**src/rtl/muldiv_sequencer.sv**
```systemverilog
// muldiv_sequencer: HI/LO multiply/divide sequencer (shift-add MUL, restoring DIV, MTHI/MTLO).
// Optional build macro MULDIV_FAST_MUL_EN: single-cycle combinational MULT/MULTU.
module muldiv_sequencer (
    input  logic        clk,
    input  logic        reset,
    input  logic        waitrequest,
    input  logic        start,
    input  logic [2:0]  op,
    input  logic [31:0] rs_val,
    input  logic [31:0] rt_val,
    input  logic        mf_req,
    output logic [63:0] result,
    output logic        hi_en,
    output logic        lo_en,
    output logic        busy,
    output logic        stall
);
    localparam logic [2:0] OP_MULT  = 3'b000;
    localparam logic [2:0] OP_MULTU = 3'b001;
    localparam logic [2:0] OP_DIV   = 3'b010;
    localparam logic [2:0] OP_DIVU  = 3'b011;
    localparam logic [2:0] OP_MTHI  = 3'b100;
    localparam logic [2:0] OP_MTLO  = 3'b101;

    typedef enum logic [1:0] {ST_IDLE, ST_MUL, ST_DIV, ST_DONE} state_t;

    state_t      state_q, state_d;
    logic [5:0]  cnt_q, cnt_d;
    logic [2:0]  op_q, op_d;
    logic [31:0] a_q, a_d;
    logic [31:0] m_q, m_d;
    logic [63:0] acc_q, acc_d;
    logic        res_neg_q, res_neg_d;
    logic        rem_neg_q, rem_neg_d;
    logic        div0_q, div0_d;
    logic [63:0] result_q, result_d;

    logic        in_mult, in_div, in_move, in_valid, in_signed;
    logic [31:0] in_mag_a, in_mag_b;

    always_comb begin
        in_mult   = (op == OP_MULT) || (op == OP_MULTU);
        in_div    = (op == OP_DIV)  || (op == OP_DIVU);
        in_move   = (op == OP_MTHI) || (op == OP_MTLO);
        in_valid  = in_mult || in_div || in_move;
        in_signed = (op == OP_MULT) || (op == OP_DIV);
        // 0x80000000 negates to itself, which read unsigned is exactly 2^31
        in_mag_a  = (in_signed && rs_val[31]) ? (~rs_val + 32'd1) : rs_val;
        in_mag_b  = (in_signed && rt_val[31]) ? (~rt_val + 32'd1) : rt_val;
    end

    logic [32:0] mul_sum;
    logic [63:0] mul_next;
    logic [63:0] mul_fix;
    logic [32:0] div_diff;
    logic [63:0] div_next;
    logic [31:0] quo_fix, rem_fix;

    // acc holds {hi, multiplier} for MUL and {remainder, dividend/quotient} for DIV
    always_comb begin
        mul_sum  = {1'b0, acc_q[63:32]} + (acc_q[0] ? {1'b0, m_q} : 33'd0);
        mul_next = {mul_sum, acc_q[31:1]};
        mul_fix  = res_neg_q ? (~mul_next + 64'd1) : mul_next;
        div_diff = acc_q[63:31] - {1'b0, m_q};
        if (!div_diff[32]) begin
            div_next = {div_diff[31:0], acc_q[30:0], 1'b1};
        end else begin
            div_next = {acc_q[62:31], acc_q[30:0], 1'b0};
        end
        quo_fix = res_neg_q ? (~div_next[31:0] + 32'd1) : div_next[31:0];
        rem_fix = rem_neg_q ? (~div_next[63:32] + 32'd1) : div_next[63:32];
    end

`ifdef MULDIV_FAST_MUL_EN
    logic [63:0] fast_a, fast_b, fast_prod;

    always_comb begin
        fast_a    = (op == OP_MULT) ? {{32{rs_val[31]}}, rs_val} : {32'b0, rs_val};
        fast_b    = (op == OP_MULT) ? {{32{rt_val[31]}}, rt_val} : {32'b0, rt_val};
        fast_prod = fast_a * fast_b;
    end
`endif

    always_comb begin
        state_d   = state_q;
        cnt_d     = cnt_q;
        op_d      = op_q;
        a_d       = a_q;
        m_d       = m_q;
        acc_d     = acc_q;
        res_neg_d = res_neg_q;
        rem_neg_d = rem_neg_q;
        div0_d    = div0_q;
        result_d  = result_q;
        if (!waitrequest) begin
            case (state_q)
                ST_IDLE: begin
                    if (start && in_valid) begin
                        op_d      = op;
                        a_d       = rs_val;
                        cnt_d     = '0;
                        res_neg_d = in_signed && (rs_val[31] ^ rt_val[31]);
                        rem_neg_d = in_signed && rs_val[31];
                        div0_d    = (rt_val == '0);
                        if (in_move) begin
                            result_d = {32'b0, rs_val};
                            state_d  = ST_DONE;
                        end else if (in_mult) begin
`ifdef MULDIV_FAST_MUL_EN
                            result_d = fast_prod;
                            state_d  = ST_DONE;
`else
                            m_d     = in_mag_a;
                            acc_d   = {32'b0, in_mag_b};
                            state_d = ST_MUL;
`endif
                        end else begin
                            m_d     = in_mag_b;
                            acc_d   = {32'b0, in_mag_a};
                            state_d = ST_DIV;
                        end
                    end
                end
                ST_MUL: begin
                    acc_d = mul_next;
                    cnt_d = cnt_q + 6'd1;
                    if (cnt_q == 6'd31) begin
                        result_d = mul_fix;
                        state_d  = ST_DONE;
                    end
                end
                ST_DIV: begin
                    acc_d = div_next;
                    cnt_d = cnt_q + 6'd1;
                    if (cnt_q == 6'd31) begin
                        result_d = div0_q ? {a_q, 32'hFFFF_FFFF} : {rem_fix, quo_fix};
                        state_d  = ST_DONE;
                    end
                end
                ST_DONE: begin
                    cnt_d   = '0;
                    state_d = ST_IDLE;
                end
                default: state_d = ST_IDLE;
            endcase
        end
    end

    always_ff @(posedge clk or posedge reset) begin
        if (reset) begin
            state_q   <= ST_IDLE;
            cnt_q     <= '0;
            op_q      <= '0;
            a_q       <= '0;
            m_q       <= '0;
            acc_q     <= '0;
            res_neg_q <= 1'b0;
            rem_neg_q <= 1'b0;
            div0_q    <= 1'b0;
            result_q  <= '0;
        end else begin
            state_q   <= state_d;
            cnt_q     <= cnt_d;
            op_q      <= op_d;
            a_q       <= a_d;
            m_q       <= m_d;
            acc_q     <= acc_d;
            res_neg_q <= res_neg_d;
            rem_neg_q <= rem_neg_d;
            div0_q    <= div0_d;
            result_q  <= result_d;
        end
    end

    always_comb begin
        result = result_q;
        busy   = (state_q != ST_IDLE);
        stall  = busy && (start || mf_req);
        hi_en  = (state_q == ST_DONE) && !waitrequest && (op_q != OP_MTLO);
        lo_en  = (state_q == ST_DONE) && !waitrequest && (op_q != OP_MTHI);
    end

endmodule

```
**config.mk**
```make
export PLATFORM = sky130hd
export DESIGN_NAME = muldiv_sequencer
export DESIGN_NICKNAME = d
export VERILOG_FILES = /design/src/rtl/muldiv_sequencer.sv
export SDC_FILE = /design/constraint.sdc
export NUM_CORES = 1
export LEC_CHECK = 0
export CAP_MARGIN = 40
export CORE_MARGIN = 10
export CORE_UTILIZATION = 55
export CTS_BUF_LIST = sky130_fd_sc_hd__clkbuf_4 sky130_fd_sc_hd__clkbuf_8 sky130_fd_sc_hd__clkbuf_16
export CTS_CLUSTER_DIAMETER = 80
export DETAILED_ROUTE_END_ITERATION = 7
export HOLD_SLACK_MARGIN = 0.03
export PLACE_DENSITY = 0.84
export SLEW_MARGIN = 0
export SYNTH_ARGS = -nofsm -noshare
export SYNTH_HDL_FRONTEND = slang
export SYNTH_SLANG_ARGS = --single-unit
```
**constraint.sdc**
```tcl
create_clock -name clk -period 6.65 [get_ports clk]
set_clock_uncertainty 0.2 [all_clocks]
set_input_delay 1.33 -clock clk [delete_from_list [all_inputs] [get_ports clk]]
set_output_delay 1.33 -clock clk [all_outputs]
set_load 0.05 [all_outputs]
```
# ---- Yosys cells after proc, flatten, opt, wreduce, memory -nomap -nowiden
# Cells that the tools add are included.
dict set report classes {
  n_addsub 8
  eq_ne 17
  mux 25
  bitwise_logic 8
  reduce_logical 28
}
# cell count
set op_table {}
lappend op_table {{2-to-1 mux 64 bit} 9}
lappend op_table {{one-hot mux 64 bit (3 select lines)} 2}
lappend op_table {{2-to-1 mux 32 bit} 7}
lappend op_table {{adder 32 x 1 -> 32 bit (second input constant)} 4}
lappend op_table {{NOT 32 bit} 4}
lappend op_table {{adder 64 x 1 -> 64 bit (second input constant)} 1}
lappend op_table {{NOT 64 bit} 1}
lappend op_table {{adder 32 x 32 -> 33 bit} 1}
lappend op_table {{subtractor 33 x 32 -> 33 bit} 1}
lappend op_table {{zero test 32 bit} 1}
lappend op_table {{one-hot mux 6 bit (3 select lines)} 1}
lappend op_table {{!= test 2 bit (second input constant)} 5}
lappend op_table {{logical AND 1 bit} 8}
lappend op_table {{2-to-1 mux 2 bit} 4}
lappend op_table {{AND reduction 4 bit} 2}
lappend op_table {{logical OR 1 bit} 7}
lappend op_table {{adder 6 x 1 -> 6 bit (second input constant)} 1}
lappend op_table {{equality test 3 x 2 -> 1 bit (second input constant)} 2}
lappend op_table {{equality test 3 bit (second input constant)} 2}
lappend op_table {{equality test 6 x 5 -> 1 bit (second input constant)} 1}
lappend op_table {{2-to-1 mux 6 bit} 1}
lappend op_table {{!= test 3 bit (second input constant)} 2}
lappend op_table {{one-hot mux 2 bit (3 select lines)} 1}
lappend op_table {{AND reduction 3 bit} 2}
lappend op_table {{14 further kinds} 16}
dict set report totals {
  regBits 206
  in_bits 72
  out_inout_bits 68
  elab_cells 96
}

# ---- Longest topological paths before layout
dict set report depth {
  word_depth 8
  mapped_depth 23
  depth_no_buf 19
}

# ---- Worst setup path after synthesis
# OpenSTA, ideal clock, no wires.
dict set report synth_timing {
  kind {register -> register}
  start {reg acc_q[31]}
  end {reg result_q[12], in the netlist result[12]}
  t_arrival_ps 4373
  required_ps 6367
  setup_slack_ps 1994
  stages_incl_launch_ff 24
  n_path_buf 4
  path_cell_list {dfrtp_1 -> clkbuf_1 -> inv_1 -> ha_1 -> fa_1 -> nor2b_1 -> o31a_1 -> o21ai_1 -> a21oi_2 -> or4_4 -> and2_4 -> inv_4 -> clkbuf_1 -> buf_2 -> ha_1 -> clkbuf_1 -> inv_1 -> or3_1 -> o31ai_1 -> xnor2_1 -> o21ai_0 -> a21oi_1 -> a21oi_1 -> o21ai_0}
}
dict set report synth_via {
  elab_chain_cells 8
}
# item line_no
set synth_rtl {}
lappend synth_rtl {{from (decl)} 32} ;# logic [63:0] acc_q, acc_d;
lappend synth_rtl {{from (signal assigned)} 156} ;# acc_q <= '0;
lappend synth_rtl {{from (signal assigned)} 167} ;# acc_q <= acc_d;
lappend synth_rtl {{subtractor 33 x 32 -> 33 bit} 64} ;# div_diff = acc_q[63:31] - {1'b0, m_q};
lappend synth_rtl {{2-to-1 mux 64 bit} 65} ;# if (!div_diff[32]) begin
lappend synth_rtl {{NOT 32 bit} 70} ;# quo_fix = res_neg_q ? (~div_next[31:0] + 32'd1) : div_next[31:0];
lappend synth_rtl {{adder 32 x 1 -> 32 bit} 70}
lappend synth_rtl {{2-to-1 mux 32 bit} 70}
lappend synth_rtl {{2-to-1 mux 64 bit} 136} ;# result_d = div0_q ? {a_q, 32'hFFFF_FFFF} : {rem_fix, quo_fix};
lappend synth_rtl {{2-to-1 mux 64 bit} 135} ;# if (cnt_q == 6'd31) begin
lappend synth_rtl {{one-hot mux 64 bit (3 select lines)} 96} ;# case (state_q)
lappend synth_rtl {{to (signal assigned)} 171} ;# result_q <= result_d;
lappend synth_rtl {{to (decl)} 36} ;# logic [63:0] result_q, result_d;
# No other way between the ends. The select of a mux whose other input is x is not followed.
# A chain may end at the register's enable or synchronous reset.

# ---- Worst setup path after layout
# Same ends and word-level chain as after synthesis.

==> results_dict.tcl <==
set metrics [dict create \
    drv_slew 0 \
    post_drt_via_cell_ratio 6.745 \
    p_per_area_nw_per_um2 612.7 \
    grt_overflow 0 \
    synthCells 2570 \
    wl_mm 77.73 \
    netlist_area_um2 19010 \
    cts_buffer_depth 3 \
    grt_start_max_net_pins 168 \
    vdd.ir_drop.worst_mv 0.5062 \
    arrival_ns 5.78 \
    grt_usage_pct 35.62 \
    crit_slowest_cell "dfrtp_1" \
    crit_fanout 46 \
    holdBufCountCts 0 \
    die_w_um 205.9 \
    gp_congestion 1.058 \
    portBuffers 139 \
    crit_chain "inv_1 > ha_1 > fa_1 > nor2b_1 > o31a_1 > o21ai_1 > a21oi_2 > o31ai_2 > and2_4 > inv_4 > ha_1 > inv_1 > or3_1 > o31ai_1 > xnor2_1 > o21ai_0 > a21oi_1 > a21oi_1 > o21ai_0" \
    postSynthAreaPerCell_um2 7.398 \
    crit_type "reg -> reg" \
    status "finished with violations" \
    insertion_delay_ns 0.54 \
    synthFlopType "dfrtp_1" \
    cts-root-buf "clkbuf_16" \
    start_kind "flip-flop" \
    power_w 0.01316 \
    yosysWarnings 0 \
    rows 68 \
    synth-edff-count 0 \
    ys_seq_area_share_pct 27.11 \
    routedWlPerCell_um 25.39 \
    rrSetupSlack_ns 1.13 \
    area_growth_pct 12.97 \
    synth-async-reset-ratio_pct 100.0 \
    syn_nets 2717 \
    place_ws_ns 1.328 \
    setup_violations 0 \
    layout.nets 2736 \
    setup_tns_ns 0 \
    cpPeakStageDelay_ns 0.55 \
    io_pins 140 \
    hold_ws_ns 0.2764 \
    placed_cell_area_um2 20610 \
    period_needed_ns 5.524 \
    num_vias 20650 \
    cts_tree "built" \
    path_clk_slew_ns 0.06 \
    core_area_um2 34290 \
    cts_resized 0 \
    antenna_found_initial 0 \
    worst_pin_slew_ns 1.143 \
    final_common_cell "nand2_1" \
    firstDrtPassIters 8 \
    grt_pass1_vias 19480 \
    mostFrequentLayoutCells "nand2_1 (457), o21ai_0 (299), dfrtp_1 (205), nor2_1 (202), a21oi_1 (197)" \
    rsz0062_at_grt "false" \
    first_iter_violations 2877 \
    grt_pass1_wl_mm 117.3 \
    synth-seq-cells 206 \
    cts_buffers 26 \
    h-tree-depth 1 \
    end_kind "flip-flop" \
    cp.required_ns 6.91 \
    die_area_um2 42400 \
    hold_path_class "reg -> reg" \
    drive_gt1_share_pct 5.372 \
    fp.dieH_um 205.9 \
    violations "design-rule violations" \
    slew_headroom_pct 23.77 \
    clock_sinks 206 \
    route.antenna.remaining_nets 0 \
    synth_cell_types 103 \
    hold_violations 0 \
    final_cell_area_um2 21480 \
    maxCapViolations 0 \
    path_delay_family "compound AO/OA/AOI/OAI gates" \
    n_fill_cell 2968 \
    path_buf_inv 3 \
    start_util_pct 55.45 \
    p_leak_nw 8.797 \
    finalCritPeriodShare_pct 83.07 \
    dp.final_hpwl_mm 58.66 \
    worst_slack_ns 1.126 \
    drc 24 \
    timing.fmax_ghz 0.1810 \
    post_cts_buffers 0 \
]
[path summary, 6_finish.rpt]
kind | start | to | cells past startpoint
min reg2reg | m_q[7] | m_q[7] | 2
min in group asynchronous | reset | result[12] | 3
min | m_q[7] | m_q[7] | 2
max reg2reg | acc_q[31] | result[12] | 19
max in group asynchronous | reset | result[63] | 4
max | acc_q[31] | result[12] | 19
[through the flow]
step           utilization (%)  std cells
2_1_floorplan                -       2570
3_3_place_gp             59.84       3009
3_5_place_dp             60.10       3016
4_1_cts                  62.63       3061
5_1_grt                  62.63       3061
6_report                 62.64       3062
[cell type report]
class,count,area (um^2),area share (%)
clock buffers,37,794.5,3.699
clock inverters,8,72.57,0.3379
well taps,455,569.3,2.651
inverters,74,284.0,1.322
multi-input cells,2104,12870,59.93
diodes,1,2.502,0.01165
flip-flops and latches,206,5156,24.01
repair buffers,177,1728,8.045
[synthesized netlist by cell type (all sizes together) (12+ instances only)]
cell type,n,area [um^2]
a21o,26,195.2
a21oi,202,1030
a221o,23,230.2
a221oi,16,140.1
a22oi,30,225.2
a31oi,22,143.9
and2,12,77.58
buf,31,152.6
clkbuf,155,581.8
dfrtp,206,5155
ha,73,913.4
inv,69,261.5
mux2i,29,290.3
nand2,458,1722
nand2b,12,75.07
nand3,39,195.2
nand4,22,143.9
nor2,204,773.2
nor3,47,251.5
nor4,20,167.7
o211ai,17,141.4
o21a,14,105.1
o21ai,321,1610
o22ai,19,118.9
o31ai,49,377.9
o41ai,14,148.9
or3,30,202.7
or4,12,101.3
xnor2,129,1130
xor2,97,849.6
[registers in the layout, indices dropped and copies added (netlist names)]
| signal | flops |
|---|---|
| a_q | 32 |
| acc_q | 64 |
| cnt_q | 6 |
| div0_q | 1 |
| m_q | 32 |
| op_q | 3 |
| rem_neg_q | 1 |
| res_neg_q | 1 |
| result | 64 |
| state_q | 2 |
[tightest hold or removal path, delay by kind of cell, from the launching register on]
| family | cells | cell delay [ns] |
|---|---|---|
| DFF | 1 | 0.34 |
| AOI/OAI and AO/OA | 1 | 0.06 |
| and+or+nand+nor | 1 | 0.05 |
[layer usage]
| layer | part of all wire [%] | GRT usage (%) | wire (um) | up-vias |
|---|---|---|---|---|
| li1 | - | - | - | 9241 |
| met1 | 37 | 44.19 | 28850 | 9775 |
| met2 | 46 | 56.81 | 35630 | 1377 |
| met3 | 9.7 | 5.580 | 7554 | 261 |
| met4 | 7.3 | 23.04 | 5696 | 0 |
| met5 | 0 | 0 | 0 | - |
[cells by family after synthesis]
family	after synthesis	synth area share, %
adder cells (fa/ha/maj)	75	5.015
AND/OR/NAND/NOR	907	21.58
XOR/XNOR	226	10.41
AO/OA/AOI/OAI	864	28.84
buffers and inverters	260	5.337
flip-flops	206	27.11
multiplexers	32	1.705
[power breakdown]
group          leakage (nW)  switching (W)  internal (W)
sequential             2.67       0.000650       0.00176
combinational          5.70        0.00621       0.00310
clock                 0.427       0.000585      0.000863
(Power assumes the default switching activity.)
